==> src/rtl/i2c_slave_ram_port.sv <==
// i2c_slave_ram_port: I2C slave giving a bus master write/read access to a 32x8 RAM
// Ports:
//    clk, reset        system clock, synchronous active-high reset
//    Slave_Enable      0 = ignore the bus, release sda, stay idle
//    scl_in, sda_in    raw bus levels (synchronised internally)
//    sda_drive_low     1 = pull sda low (open drain), 0 = release
//    RAM_Addr          shared remote-write / local-read address
//    RemoteRAM_DIN     received data byte
//    RemoteRAM_W       one-clk write strobe
//    LocalRAM_DOUT     RAM read data, valid one clk after RAM_Addr
//    busy              set while an addressed transfer is in progress
module i2c_slave_ram_port #(
   parameter logic [6:0] SLAVE_ADDR  = 7'h42,
   parameter int         SYNC_STAGES = 2
) (
   input  logic       clk,
   input  logic       reset,
   input  logic       Slave_Enable,
   input  logic       scl_in,
   input  logic       sda_in,
   output logic       sda_drive_low,
   output logic [4:0] RAM_Addr,
   output logic [7:0] RemoteRAM_DIN,
   output logic       RemoteRAM_W,
   input  logic [7:0] LocalRAM_DOUT,
   output logic       busy
);
   typedef enum logic [3:0] {
      IDLE, ADDR, ADDR_ACK, PTR, PTR_ACK, WDATA, WDATA_ACK, RDATA, RDATA_ACK, WAIT_STOP
   } state_t;

   state_t                 r_state;
   logic [SYNC_STAGES-1:0] r_scl_sync, r_sda_sync;
   logic                   r_scl_d, r_sda_d;
   logic [3:0]             r_bit_cnt;
   logic [7:0]             r_shift;
   logic [7:0]             r_din;
   logic [4:0]             r_addr;
   logic [1:0]             r_ld;
   logic                   r_rw, r_w, r_sda_low;
   logic                   w_scl, w_sda, w_scl_rise, w_scl_fall, w_start, w_stop, w_last, w_match;
   logic [7:0]             w_byte;

   assign w_scl      = r_scl_sync[SYNC_STAGES-1];
   assign w_sda      = r_sda_sync[SYNC_STAGES-1];
   assign w_scl_rise = w_scl & ~r_scl_d;
   assign w_scl_fall = ~w_scl & r_scl_d;
   assign w_start    = w_scl & r_scl_d & r_sda_d & ~w_sda;
   assign w_stop     = w_scl & r_scl_d & ~r_sda_d & w_sda;
   assign w_byte     = {r_shift[6:0], w_sda};
   assign w_last     = r_bit_cnt == 4'd7;
   assign w_match    = w_byte[7:1] == SLAVE_ADDR;

   assign sda_drive_low = r_sda_low;
   assign RAM_Addr      = r_addr;
   assign RemoteRAM_DIN = r_din;
   assign RemoteRAM_W   = r_w;
   assign busy          = (r_state >= ADDR_ACK) && (r_state <= RDATA_ACK);

   always_ff @(posedge clk) begin
      if (reset) begin
         r_scl_sync <= '1;
         r_sda_sync <= '1;
         r_scl_d    <= 1'b1;
         r_sda_d    <= 1'b1;
      end else begin
         r_scl_sync <= {r_scl_sync[SYNC_STAGES-2:0], scl_in};
         r_sda_sync <= {r_sda_sync[SYNC_STAGES-2:0], sda_in};
         r_scl_d    <= w_scl;
         r_sda_d    <= w_sda;
      end
   end

   always_ff @(posedge clk) begin
      if (reset) begin
         r_state   <= IDLE;
         r_bit_cnt <= 4'd0;
         r_shift   <= 8'd0;
         r_din     <= 8'd0;
         r_addr    <= 5'd0;
         r_ld      <= 2'd0;
         r_rw      <= 1'b0;
         r_w       <= 1'b0;
         r_sda_low <= 1'b0;
      end else begin
         r_w  <= 1'b0;
         // read-data fetch: RAM_Addr settles, RAM answers a clk later, then capture
         r_ld <= {r_ld[0], 1'b0};
         if (r_ld[1]) r_shift <= LocalRAM_DOUT;
         // post-increment after the strobe so the write used the old address
         if (r_w) r_addr <= r_addr + 5'd1;
         if (!Slave_Enable || w_stop) begin
            r_state   <= IDLE;
            r_sda_low <= 1'b0;
         end else if (w_start) begin
            r_state   <= ADDR;
            r_bit_cnt <= 4'd0;
            r_sda_low <= 1'b0;
         end else begin
            case (r_state)
               ADDR: if (w_scl_rise) begin
                  r_shift   <= w_byte;
                  r_bit_cnt <= r_bit_cnt + 4'd1;
                  if (w_last) begin
                     r_rw    <= w_sda;
                     r_state <= w_match ? ADDR_ACK : WAIT_STOP;
                     r_ld    <= {r_ld[0], w_sda & w_match};
                  end
               end
               PTR, WDATA: if (w_scl_rise) begin
                  r_shift   <= w_byte;
                  r_bit_cnt <= r_bit_cnt + 4'd1;
                  if (w_last) begin
                     r_state <= (r_state == PTR) ? PTR_ACK : WDATA_ACK;
                     if (r_state == PTR) r_addr <= w_byte[4:0];
                     else begin
                        r_din <= w_byte;
                        r_w   <= 1'b1;
                     end
                  end
               end
               // count 8: first falling edge, start ACK; count 9: falling edge after the ACK clock
               ADDR_ACK, PTR_ACK, WDATA_ACK: if (w_scl_fall) begin
                  if (r_bit_cnt == 4'd8) begin
                     r_sda_low <= 1'b1;
                     r_bit_cnt <= 4'd9;
                  end else if (r_state == ADDR_ACK && r_rw) begin
                     r_state   <= RDATA;
                     r_sda_low <= ~r_shift[7];
                     r_shift   <= {r_shift[6:0], 1'b1};
                     r_bit_cnt <= 4'd1;
                  end else begin
                     r_state   <= (r_state == ADDR_ACK) ? PTR : WDATA;
                     r_sda_low <= 1'b0;
                     r_bit_cnt <= 4'd0;
                  end
               end
               RDATA: if (w_scl_fall) begin
                  if (r_bit_cnt == 4'd8) begin
                     r_state   <= RDATA_ACK;
                     r_sda_low <= 1'b0;
                     r_bit_cnt <= 4'd0;
                  end else begin
                     r_sda_low <= ~r_shift[7];
                     r_shift   <= {r_shift[6:0], 1'b1};
                     r_bit_cnt <= r_bit_cnt + 4'd1;
                  end
               end
               RDATA_ACK: if (w_scl_rise) begin
                  if (w_sda) r_state <= WAIT_STOP;
                  else begin
                     r_bit_cnt <= 4'd9;
                     r_addr    <= r_addr + 5'd1;
                     r_ld      <= {r_ld[0], 1'b1};
                  end
               end else if (w_scl_fall && r_bit_cnt == 4'd9) begin
                  r_state   <= RDATA;
                  r_sda_low <= ~r_shift[7];
                  r_shift   <= {r_shift[6:0], 1'b1};
                  r_bit_cnt <= 4'd1;
               end
               default: ;
            endcase
         end
      end
   end
endmodule

==> config.mk <==
export PLATFORM = sky130hd
export DESIGN_NAME = i2c_slave_ram_port
export DESIGN_NICKNAME = d
export VERILOG_FILES = /design/src/rtl/i2c_slave_ram_port.sv
export SDC_FILE = /design/constraint.sdc
export NUM_CORES = 1
export LEC_CHECK = 0
export ABC_AREA = 1
export BUFFER_PORTS_ARGS = -buffer_cell sky130_fd_sc_hd__buf_2
export CORE_MARGIN = 4
export CORE_UTILIZATION = 25
export DETAILED_ROUTE_END_ITERATION = 10
export GPL_ROUTABILITY_DRIVEN = 0
export PLACE_DENSITY = 0.48
export SLEW_MARGIN = 0
export SYNTH_ARGS = -nofsm -noshare
export SYNTH_HDL_FRONTEND = slang
export SYNTH_SLANG_ARGS = --single-unit
==> constraint.sdc <==
create_clock -name clk -period 1.8 [get_ports clk]
set_input_delay 0.18 -clock clk [delete_from_list [all_inputs] [get_ports clk]]
set_output_delay 0.18 -clock clk [all_outputs]
set_load 0.02 [all_outputs]
==> results_dict.tcl <==
set metrics [dict create \
    cp_max_fo 11 \
    die_area_um2 13980 \
    finalCriticalPeriod_ns 1.642 \
    cts_buffer_depth 2 \
    leakage_nw 1.881 \
    syn_inst 502 \
    ctsHoldBuffers 0 \
    rows 40 \
    synth_area_per_cell_um2 6.054 \
    fin_ws_ns 0.1576 \
    rsz0062_at_grt "false" \
    crit_path_end_kind "register" \
    drt-total-wl_um 9004 \
    synth-warning-count 0 \
    cts_tree "yes" \
    cts_buffers 5 \
    clk_pin_slew_ns 0.06 \
    die_x_um 118.3 \
    setup_viol_count_final 0 \
    outcome "complete, no violations" \
    syn_area_um2 3039 \
    synth_cell_types 35 \
    yosysMostFrequentCell "nand2_1" \
    fin_skew_ns 0.004142 \
    ctsRootBufferMaster "clkbuf_16" \
    whs_ns 0.07752 \
    route.detailed.drc 0 \
    r2r_cells 10 \
    dpl.cell_count 678 \
    grt_pass1_vias 3059 \
    nNetsFinal 558 \
    yosysTopAreaCellShare_pct 26.35 \
    syn-num-nets 519 \
    setup_tns_ns 0 \
    slew_headroom_pct 63.80 \
    combPwrFrac_pct 39.7 \
    ys.flop_type "dfxtp_1" \
    synth.top_cells.by_area "dfxtp_1, nand2_1, nand3_1, nor2_1, inv_1" \
    async_reset_ff_share_pct 0 \
    swShare_pct 40.53 \
    portBuffers 28 \
    track_usage_pct 12.96 \
    crit_start "r_scl_sync[1]$_SDFF_PP1_" \
    drt-pass1-iter-count 5 \
    num-fill-cells 1331 \
    ys_ff_latch 40 \
    cts_sinks 40 \
    timing.rr.end "RAM_Addr[3]$_SDFF_PP0_" \
    dpl-instance-area_um2 3366 \
    ant_nets 0 \
    synth_edf_count 0 \
    cp-endpoint "RAM_Addr[3]$_SDFF_PP0_" \
    worst_setup_path_start_kind "register" \
    r2r-start "r_scl_sync[1]$_SDFF_PP1_" \
    powerDensity_nw_per_um2 999.0 \
    maxSlewViolCount 0 \
    io_pins 29 \
    seq_power_share_pct 31.5 \
    ir_drop_mv 0.3582 \
    die_h_um 118.3 \
    tightest_slew_ns 0.5423 \
    finalNonFillerCells 689 \
    clk_latency_ns 0.28 \
    critPathArrivalTime_ns 1.87 \
    timing.final.crit_share_pct 91.24 \
    worstSetupPathType "reg2reg" \
    drive_gt1_share_pct 20.11 \
    final-hold-violation-count 0 \
    cap_violations 0 \
    wire_per_inst_um 13.07 \
    rrSetupSlack_ns 0.16 \
    post-synth-top-area-cell "dfxtp_1" \
    clock_power_share_pct 28.8 \
    place.detailed.hpwl_um 6808 \
    min_from "scl_in" \
    p_int_mw 2.137 \
    finalCoreUtilization_pct 30.07 \
    dp_slack_ns 0.04680 \
    clock.fmax_mhz 608.9 \
    antenna_found_initial 0 \
    hp-class "in2reg" \
    grt_first_pass_wirelength_um 15060 \
    core_region_area_um2 11960 \
    fin_area_um2 3597 \
    grt_start_max_net_pins 21 \
    antenna_cells 0 \
    p_total_mw 3.593 \
    htreeDepth 2 \
    seq_area_frac_synth_pct 26.35 \
    grt_overflow_total 0 \
    vias 3186 \
    area_delta_synth_final_pct 18.36 \
    viasPerCell 4.624 \
    drt_iter0_markers 229 \
    required_ns 2.03 \
    switching_power_mw 1.456 \
    synth_common_cells "nand2_1, nand3_1, nor2_1, inv_1, dfxtp_1" \
    start_util_pct 25.41 \
]
[worst min-delay path by stage]
stage / depth (start not counted) / end
2_1_floorplan: 1 / r_scl_sync[0]$_SDFF_PP1_
3_3_place_gp: 2 / r_scl_sync[0]$_SDFF_PP1_
3_5_place_dp: 2 / r_scl_sync[0]$_SDFF_PP1_
4_1_cts: 2 / r_scl_sync[0]$_SDFF_PP1_
5_1_grt: 2 / r_sda_sync[0]$_SDFF_PP1_
6_report: 2 / r_scl_sync[0]$_SDFF_PP1_
[sequential cells by signal, indices dropped and copies added (netlist names), 2 cells and up]
| signal | cells |
|---|---|
| RAM_Addr | 5 |
| RemoteRAM_DIN | 8 |
| r_bit_cnt | 4 |
| r_ld | 2 |
| r_scl_sync | 2 |
| r_sda_sync | 2 |
| r_shift | 8 |
| r_state | 4 |
[power groups by stage]
stage               combinational, mW  clock [mW]  sequential, mW
floorplan                        1.11           0            1.09
global placement                 1.38           0            1.14
detailed placement               1.39           0            1.14
CTS                              1.39        1.07            1.12
global route                     1.62        1.10            1.15
finish                           1.43        1.03            1.13
[routing by layer]
metal / part of all wire (%) / GRT usage (%) / up-vias
met5: 0 / 0 / -
met4: 1.7 / 3.810 / 0
met3: 3.8 / 2.392 / 9
met2: 47 / 21.83 / 62
met1: 48 / 16.83 / 1433
li1: - / - / 1682
[critical path, stage by stage, from the launching register on]
cell and delay [ns]:
dfxtp_1 0.35, nand2_1 0.14, buf_4 0.20, nor2_1 0.28, nand2_4 0.12, or2_0 0.23, nand2_1 0.06, inv_1 0.04
nand2_1 0.04, nand2_1 0.05, nand2_1 0.07
[layout by cell type, fill, tap and decap left out, types with 2 or more instances in the layout]
cell type	n
nand2_2	10
or2_2	5
nand3_1	62
buf_2	28
nor2_4	5
o21a_1	6
nor2_1	56
nand3_2	3
a21oi_1	27
xor2_1	4
o22ai_1	2
inv_1	52
ha_2	2
buf_4	17
clkbuf_16	5
ha_1	2
nor2_2	7
dfxtp_1	37
inv_2	11
dfxtp_2	3
nand2_1	139
o21ai_1	4
o21ai_0	30
nand4_1	6
nand2_4	4
[cells by family (layout without fill, tap and decap cells)]
kind of cell	Yosys count	count (layout)	share of synthesized area [%]
AO/OA/AOI/OAI	75	75	13.83
XOR/XNOR	5	5	1.441
adder cells (fa/ha/maj)	4	4	1.647
buffers and inverters	77	117	11.40
flip-flops	40	40	26.35
AND/OR/NAND/NOR	301	301	45.33
[what timing repair did]
| item | CTS | global route |
|---|---|---|
| resized for setup | 0 | 15 |
| setup buffers | 0 | 3 |
| endpoints found under the setup margin | 0 | 25 |
[final cells by class]
type                       instances  area (um^2)  share of cell area, %
multi-input combinational        385         1917                  53.29
sequential                        40        804.5                  22.37
timing repair buffer              46        287.8                  8.000
inverter                          63        236.5                  6.574
tap                              147        183.9                  5.113
clock buffer                       5        125.1                  3.478
clock inverter                     3        42.54                  1.183
No activity file was read; power rests on OpenSTA's default activity.
